### config.mk
export PLATFORM = sky130hd
export DESIGN_NAME = tick_div_multi
export DESIGN_NICKNAME = d
export VERILOG_FILES = /design/src/rtl/tick_div_pkg.sv /design/src/rtl/tick_div_ch.sv /design/src/rtl/tick_div_multi.sv
export SDC_FILE = /design/constraint.sdc
export NUM_CORES = 1
export LEC_CHECK = 0
export ABC_CLOCK_PERIOD_IN_PS = 10100
export BUFFER_PORTS_ARGS = -buffer_cell sky130_fd_sc_hd__buf_4
export CAP_MARGIN = 30
export CORE_ASPECT_RATIO = 0.8
export CORE_MARGIN = 2
export CORE_UTILIZATION = 50
export DETAILED_ROUTE_END_ITERATION = 12
export PLACE_DENSITY = 0.66
export SETUP_SLACK_MARGIN = 0.02
export SLEW_MARGIN = 5
export SYNTH_ARGS = -nofsm -noshare
export SYNTH_HDL_FRONTEND = slang
export SYNTH_HIERARCHICAL = 1
export SYNTH_SLANG_ARGS = --single-unit
### constraint.sdc
create_clock -name clk -period 10.1 [get_ports clk]
set_input_delay 2.525 -clock clk [delete_from_list [all_inputs] [get_ports clk]]
set_output_delay 2.525 -clock clk [all_outputs]
set_load 0.01 [all_outputs]
### src/rtl/tick_div_pkg.sv
// Shared constants and helpers for the multi-channel tick/wave divider.
package tick_div_pkg;

    // Output mode encodings, one bit per channel on the mode input.
    localparam logic MODE_TOGGLE = 1'b0;  // square wave, 50% duty
    localparam logic MODE_PULSE  = 1'b1;  // one-cycle strobe mirroring tick

    // Ceiling log2, never below 1, so a single-channel build still has a
    // one-bit channel select.
    function automatic int clog2_min1(input int n);
        int w;
        w = 0;
        for (int i = 0; i < 31; i++) begin
            if ((1 << i) < n) begin
                w = i + 1;
            end
        end
        return (w < 1) ? 1 : w;
    endfunction

endpackage

### src/rtl/tick_div_ch.sv
// One divider channel: free-running counter, double-buffered divisor
// (shadow + pending flag) and registered tick/wave outputs.
module tick_div_ch
    import tick_div_pkg::*;
#(
    parameter int          CNT_W   = 32,
    parameter int unsigned DEF_DIV = 3464
) (
    input  logic             clk,
    input  logic             rst,
    input  logic             en,
    input  logic             mode,
    input  logic             sync,
    input  logic             wr_sel,
    input  logic [CNT_W-1:0] wr_div,
    output logic             tick,
    output logic             wave
);

    logic [CNT_W-1:0] cnt_reg, cnt_next;
    logic [CNT_W-1:0] act_reg, act_next;
    logic [CNT_W-1:0] shd_reg, shd_next;
    logic             pend_reg, pend_next;
    logic             tick_reg, tick_next;
    logic             wave_reg, wave_next;
    logic             at_end;

    // Boundary compare; only meaningful when act is non-zero, which the
    // next-state logic guarantees before using it, so act-1 never wraps.
    assign at_end = (cnt_reg == (act_reg - CNT_W'(1)));

    // Next-state: sync beats the stopped (act==0) case, which beats counting.
    always_comb begin
        cnt_next  = cnt_reg;
        act_next  = act_reg;
        shd_next  = shd_reg;
        pend_next = pend_reg;
        tick_next = 1'b0;
        wave_next = wave_reg;

        // Writes are always captured into the shadow; last write wins.
        if (wr_sel) begin
            shd_next  = wr_div;
            pend_next = 1'b1;
        end

        if (sync) begin
            cnt_next  = '0;
            wave_next = 1'b0;
            // A same-cycle write is newer than anything pending.
            if (wr_sel) begin
                act_next  = wr_div;
                pend_next = 1'b0;
            end else if (pend_reg) begin
                act_next  = shd_reg;
                pend_next = 1'b0;
            end
        end else if (act_reg == '0) begin
            // Stopped: no boundary will ever come, so adopt a pending
            // divisor right away. A write landing now stays pending.
            cnt_next = '0;
            if (pend_reg) begin
                act_next  = shd_reg;
                pend_next = wr_sel;
            end
        end else if (en) begin
            if (at_end) begin
                cnt_next  = '0;
                tick_next = 1'b1;
                wave_next = (mode == MODE_PULSE) ? 1'b1 : ~wave_reg;
                // Write on the boundary bypasses the shadow.
                if (wr_sel) begin
                    act_next  = wr_div;
                    pend_next = 1'b0;
                end else if (pend_reg) begin
                    act_next  = shd_reg;
                    pend_next = 1'b0;
                end
            end else begin
                cnt_next = cnt_reg + CNT_W'(1);
                if (mode != MODE_TOGGLE) begin
                    wave_next = 1'b0;
                end
            end
        end
    end

    // State registers with asynchronous active-low reset to the default divisor.
    always_ff @(posedge clk or negedge rst) begin
        if (!rst) begin
            cnt_reg  <= '0;
            act_reg  <= CNT_W'(DEF_DIV);
            shd_reg  <= CNT_W'(DEF_DIV);
            pend_reg <= 1'b0;
            tick_reg <= 1'b0;
            wave_reg <= 1'b0;
        end else begin
            cnt_reg  <= cnt_next;
            act_reg  <= act_next;
            shd_reg  <= shd_next;
            pend_reg <= pend_next;
            tick_reg <= tick_next;
            wave_reg <= wave_next;
        end
    end

    assign tick = tick_reg;
    assign wave = wave_reg;

endmodule

### src/rtl/tick_div_multi.sv
// Multi-channel programmable clock-enable / square-wave generator.
// Decodes the divisor write port and replicates one channel per output bit.
module tick_div_multi
    import tick_div_pkg::*;
#(
    parameter int          CH_NUM  = 4,
    parameter int          CNT_W   = 32,
    parameter int unsigned DEF_DIV = 3464,
    localparam int         CH_W    = clog2_min1(CH_NUM)
) (
    input  logic              clk,
    input  logic              rst,
    input  logic [CH_NUM-1:0] en,
    input  logic [CH_NUM-1:0] mode,
    input  logic              sync,
    input  logic              wr_en,
    input  logic [CH_W-1:0]   wr_ch,
    input  logic [CNT_W-1:0]  wr_div,
    output logic [CH_NUM-1:0] tick,
    output logic [CH_NUM-1:0] wave
);

    // Channel selects above CH_NUM-1 match no instance and are dropped.
    for (genvar gi = 0; gi < CH_NUM; gi++) begin : g_ch
        logic wr_sel;

        assign wr_sel = wr_en && (wr_ch == CH_W'(gi));

        tick_div_ch #(
            .CNT_W   (CNT_W),
            .DEF_DIV (DEF_DIV)
        ) u_ch (
            .clk    (clk),
            .rst    (rst),
            .en     (en[gi]),
            .mode   (mode[gi]),
            .sync   (sync),
            .wr_sel (wr_sel),
            .wr_div (wr_div),
            .tick   (tick[gi]),
            .wave   (wave[gi])
        );
    end

endmodule
==> out/metrics.yaml, run 1 <==
status: "completed"
die_area_um2: 56800
rsz0062_at_grt: "no"
yosysWarnings: 6
timing.final.crit_share_pct: 49.2
holdPathEnd: "g_ch[2].u_ch/shd_reg[30]"
synthTopCellsByArea: "dfrtp_1 (32%), mux2_2 (5.4%), nor3_1 (4.0%), dfstp_2 (3.8%), nor2_1 (3.8%)"
r2r-start: "g_ch[2].u_ch/act_reg[4]"
portBuffers: 53
wl_per_cell_um: 21.2
postCtsHoldBufs: 0
yosys.area.top_type: "dfrtp_1"
critPathMaxFanout: 34
die_x_um: 266
timing.hold.ws_ps: 497
io_pins: 54
final_cell_area_um2: 29400
synth-seq-cells: 396
max_cap_violations: 0
crit_arrival_ps: 5460
numCtsBuffers: 43
hold_viol_final: 0
synth.distinct_cells: 89
antenna_found_initial: 1
track_usage_pct: 27.2
cts_max_path_buffers: 3
power_uw: 5000
most-common-layout-cells: "dfrtp_1 (356), nor2_1 (276), nand2_1 (252), nor3_1 (216), mux2_2 (132)"
async_flop_share_pct: 100
placed_cell_area_um2: 27800
hold_start: "g_ch[2].u_ch/shd_reg[30]"
rows: 76
initial_core_util_pct: 50.8
syn2layout_area_growth_pct: 6.98
r2r_slack_ps: 5470
whs_path_depth: 1
vias: 24100
drive_gt1_share_pct: 18.2
yosysTopAreaCellShare_pct: 32.4
routed_wl_mm: 77.8
worstSetupPathType: "in -> reg"
ys.flop_type: "dfrtp_1"
synth-edff-count: 0
avgViaCountPerCell: 6.58
mostFrequentLayoutCell: "dfrtp_1"
cp_data_required_time_ps: 10590
drc_errors: 0
numClockSinks: 396
globalplace.congestion: 0.926
grt_pass1_wl_mm: 126
vdd_drop_max_uv: 126
clock-root-buffer: "clkbuf_16"
grt_pass1_vias: 23300
tightestPinTransition_ps: 1010
cts_max_level: 2
grt_start_max_net_pins: 153
fin_crit_ps: 4970
clk_latency_ps: 590
critPathCaptureType: "flop"
grt.overflow.total: 0
drtIter0Drc: 2391
power.leakage_uw: 0.0108
reg2regPathDepth: 9
syn_area_um2: 27500
cts_tree: "yes"
clk_pin_slew_ps: 60
drv_slew: 0
final-setup-viol-count: 0
cts_setup_buffers: 0
syn_inst: 3084
dp.final_hpwl_mm: 51.0
ys_seq_area_share_pct: 36.3
cts_resized: 0
core_area_um2: 54100
final.setup_skew_ps: 17.3
drt-pass1-iter-count: 6
ant_nets: 0
nets: 2981
post-route-util_pct: 54.3
r2r_end: "g_ch[2].u_ch/act_reg[12]"
powerDensity_nw_per_um2: 170
fmax_mhz: 201
hold_class: "reg -> reg"
slew-limit-headroom_pct: 32.5
synth_fp_nets: 3138
syn_area_per_cell_um2: 8.91
finalSetupTns_ps: 0
die_y_um: 214
worst_setup_path_start_kind: "input port"
-- cells by family after synthesis --
| group | share of synthesized area [%] |
|---|---|
| multiplexers | 5.99 |
| flip-flops | 36.3 |
| buffers and inverters | 5.40 |
| AND/OR/NAND/NOR | 26.4 |
| XOR/XNOR | 5.36 |
| adder cells (fa/ha/maj) | 0.364 |
| AO/OA/AOI/OAI | 20.2 |
-- final cells by class --
cell class | count | area (um^2)
Inverter | 46 | 173
Clock buffer | 58 | 1220
Timing Repair Buffer | 86 | 788
Fill cell | 4757 | 24700
Antenna cell | 1 | 2.50
Multi-Input combinational cell | 2354 | 16100
Clock inverter | 21 | 255
Sequential cell | 396 | 9960
Tap cell | 702 | 878
-- where the power goes --
| part | total, uW | internal (uW) | switching [uW] |
|---|---|---|---|
| sequential | 2080 | 1810 | 276 |
| combinational | 1240 | 535 | 709 |
| clock | 1680 | 981 | 694 |
-- worst max-delay path: stages --
cell and delay, ps:
buf_4 130, nor3b_4 330, buf_4 510, o41ai_4 160, buf_4 290, nand2_1 570, buf_8 250, o22ai_1 130
a211o_1 330, a211oi_2 180
-- per-layer routing --
metal	routed length (um)	vias to the layer above	global-route usage (%)
met5	0	-	0
met4	1590	0	7.46
met3	5360	106	4.28
met2	35400	735	43.7
met1	35400	12100	38.4
li1	-	11200	-
-- synth_stat cells (22+ instances only) --
| library cell | count |
|---|---|
| a21oi_1 | 30 |
| buf_2 | 34 |
| nand3b_1 | 78 |
| nor2_1 | 276 |
| nand2_1 | 252 |
| a211o_1 | 70 |
| nand3_1 | 94 |
| dfrtp_1 | 356 |
| clkbuf_1 | 206 |
| nor4_1 | 112 |
| nor2b_1 | 22 |
| o21ai_0 | 128 |
| dfstp_2 | 40 |
| o22ai_1 | 120 |
| a2bb2oi_2 | 60 |
| or4_1 | 24 |
| a211oi_2 | 58 |
| or3_1 | 24 |
| xnor2_1 | 88 |
| xor2_1 | 80 |
| nand4_1 | 56 |
| nor3_1 | 218 |
| inv_1 | 44 |
| and3_1 | 52 |
| mux2_2 | 132 |
-- per-stage QoR --
stage          worst slack (ps)  std cells
6_report                   5130       3664
3_3_place_gp               4220       3575
2_1_floorplan              5820       3084
3_5_place_dp               4440       3581
5_1_grt                    5000       3663
4_1_cts                    5040       3660
-- worst max-delay path by stage --
stage / cells after the start / start / slack, ps / to
floorplan: 8 / wr_ch[1] / 5820 / g_ch[1].u_ch/act_reg[11]
global placement: 9 / wr_ch[0] / 4220 / g_ch[0].u_ch/act_reg[11]
detailed placement: 10 / wr_ch[0] / 4440 / g_ch[0].u_ch/act_reg[31]
CTS: 10 / wr_ch[0] / 5040 / g_ch[0].u_ch/act_reg[23]
global route: 10 / wr_ch[0] / 5000 / g_ch[0].u_ch/act_reg[27]
finish: 10 / wr_ch[0] / 5130 / g_ch[0].u_ch/act_reg[23]
Note: power is estimated with default switching activity, not from simulation.
==> run 2, diff against run 1 <==
--- a/config.mk
+++ b/config.mk
@@ -5,7 +5,8 @@
 export SDC_FILE = /design/constraint.sdc
 export NUM_CORES = 1
 export LEC_CHECK = 0
-export ABC_CLOCK_PERIOD_IN_PS = 10100
+export ABC_AREA = 1
+export ABC_CLOCK_PERIOD_IN_PS = 5080
 export BUFFER_PORTS_ARGS = -buffer_cell sky130_fd_sc_hd__buf_4
 export CAP_MARGIN = 30
 export CORE_ASPECT_RATIO = 0.8
==> constraint.sdc (replaced) <==
create_clock -name clk -period 5.08 [get_ports clk]
set_input_delay 1.27 -clock clk [delete_from_list [all_inputs] [get_ports clk]]
set_output_delay 1.27 -clock clk [all_outputs]
set_load 0.01 [all_outputs]
==> run 2 against run 1 <==
Effect of this change:
- final area up 2.8%
- first-iteration DRC count up 17%
- non-clock buffer count up 2
- flip-flop and latch count unchanged
- worst hold slack worse by 33 ps
- cell count up 30%
- wire length up 7.2%
- register-to-register slack worse by 3900 ps
- clock skew up 7.0 ps
==> out/metrics.yaml, run 2 <==
mostFrequentLayoutCell: "nand2_1"
final.setup_skew_ps: 24.3
regArea_um2: 9960
track_usage_pct: 28.9
grt_pass1_wl_mm: 134
clock-root-buffer: "clkbuf_16"
slew-limit-headroom_pct: 40.7
fillerInstances: 5388
cts_max_level: 2
final-setup-viol-count: 0
crit_arrival_ps: 4020
hold_class: "reg -> reg"
syn_area_um2: 27800
fin_cells: 4757
async_flop_share_pct: 100
powerDensity_nw_per_um2: 343
finalSetupTns_ps: 0
syn_area_per_cell_um2: 6.95
hold_viol_final: 0
cts_setup_buffers: 0
ys_seq_area_share_pct: 35.9
ys.flop_type: "dfrtp_1"
rows: 77
yosysTopAreaCellShare_pct: 32.1
yosys.area.top_type: "dfrtp_1"
synth_common_cells: "nand2_1 (1,194), nor2_1 (460), inv_1 (384), dfrtp_1 (356), nand3_1 (324)"
fin_crit_ps: 3500
ant_nets: 0
grt_pass1_vias: 24500
numClockSinks: 396
grt.overflow.total: 0
synth_fp_nets: 4048
vias: 26400
clk_pin_slew_ps: 60
nets: 4027
drtIter0Drc: 2802
diodes: 0
die_x_um: 267
cts_tree: "yes"
syn_inst: 3994
grt_start_max_net_pins: 78
power.leakage_uw: 0.0144
worstSetupPathType: "reg -> reg"
drv_slew: 0
synth.most_common_cell: "nand2_1"
globalplace.congestion: 0.964
r2r_slack_ps: 1580
yosysWarnings: 6
drt-pass1-iter-count: 6
whs_path_depth: 2
rsz0062_at_grt: "no"
most-common-layout-cells: "nand2_1 (1,194), nor2_1 (452), inv_1 (384), dfrtp_1 (352), nand3_1 (324)"
reg2regPathDepth: 13
cp_data_required_time_ps: 5600
routed_wl_mm: 83.4
worst_setup_path_start_kind: "flop"
synth.distinct_cells: 41
vdd_drop_max_uv: 270
drc_errors: 0
wl_per_cell_um: 17.5
postCtsHoldBufs: 0
dp.final_hpwl_mm: 58.5
cts_resized: 0
multi_input_area_um2: 15500
die_y_um: 215
clk_latency_ps: 600
syn2layout_area_growth_pct: 8.89
cts_max_path_buffers: 3
place_inst: 4677
synth-edff-count: 0
avgViaCountPerCell: 5.55
status: "completed"
numCtsBuffers: 43
antenna_found_initial: 1
die_area_um2: 57400
final_cell_area_um2: 30200
io_pins: 54
critPathMaxFanout: 33
synth-seq-cells: 396
fmax_mhz: 286
synthTopCellsByArea: "dfrtp_1 (32%), nand2_1 (16%), nor2_1 (6.2%), nand3_1 (5.8%), inv_1 (5.2%)"
placed_cell_area_um2: 28700
max_cap_violations: 0
core_area_um2: 55000
tightestPinTransition_ps: 887
portBuffers: 53
initial_core_util_pct: 50.5
drive_gt1_share_pct: 9.33
critPathCaptureType: "flop"
timing.final.crit_share_pct: 68.9
## run 2: changes by cell type after synthesis, moves of 174 or more
cell,delta
nand3_1,+230
inv_1,+340
nand2_1,+942
nor2_1,+184
nor3_1,-174
## run 2: layout make-up
class                           count  share of cell area [%]
Clock buffer                       57                    3.97
Multi-Input combinational cell   3042                    51.4
Tap cell                          750                    3.10
Inverter                          402                    4.99
Clock inverter                     22                   0.998
Timing Repair Buffer               88                    2.61
Sequential cell                   396                    33.0
## run 2: kinds of logic (layout without fill, tap and decap cells)
family | count (synthesis) | in the layout | share of synthesized area, %
AOI/OAI and AO/OA | 416 | 416 | 8.26
xor gates and xnor gates | 182 | 182 | 5.74
adders and majority gates | 8 | 8 | 0.361
buffers and inverters | 556 | 569 | 8.34
DFF | 396 | 396 | 35.9
muxes | 96 | 96 | 3.46
and+or+nand+nor | 2340 | 2340 | 37.9
## run 2: layer usage
layer / share of wire [%] / up-vias / track usage, %
li1: - / 13000 / -
met2: 42 / 871 / 42.3
met1: 48 / 12500 / 44.3
met4: 2.0 / 0 / 7.06
met3: 8.0 / 109 / 4.68
met5: 0 / - / 0
## run 2: final timing paths
check	from	end
max	g_ch[2].u_ch/act_reg[2]	g_ch[2].u_ch/act_reg[19]
min	g_ch[2].u_ch/shd_reg[3]	g_ch[2].u_ch/shd_reg[3]
max reg2reg	g_ch[2].u_ch/act_reg[2]	g_ch[2].u_ch/act_reg[19]
min reg2reg	g_ch[2].u_ch/shd_reg[3]	g_ch[2].u_ch/shd_reg[3]
max in group asynchronous	rst	g_ch[3].u_ch/cnt_reg[24]
min in group asynchronous	rst	g_ch[2].u_ch/cnt_reg[5]
## run 2: power by group
| part | switching [uW] | internal [uW] |
|---|---|---|
| Clock | 1390 | 2020 |
| Combinational | 1950 | 1010 |
| Sequential | 449 | 3540 |
| Total | 3790 | 6580 |
## run 2: per-stage QoR
| stage | utilization, % | setup WS (ps) | hold slack [ps] | total power [uW] |
|---|---|---|---|---|
| after floorplan | - | 2450 | 442 | 6130 |
| after global placement | 52.0 | 1690 | 453 | 6900 |
| after detailed placement | 52.2 | 1670 | 455 | 6930 |
| after CTS | 54.9 | 1660 | 464 | 10400 |
| after global routing | 54.9 | 1270 | 478 | 11000 |
| final | 54.9 | 1580 | 464 | 10400 |
## run 2: worst max-delay path, stage by stage (launching register included)
cell and delay (ps):
dfrtp_1 450, nor2_1 110, nand2_1 110, nor2_2 510, nand2_1 180, o21ai_0 330
nand2_1 90, nor2_1 130, nand2_1 70, nor2_2 200, nand4_4 490, nand2_4 560
nand2_1 110, nand2_1 70
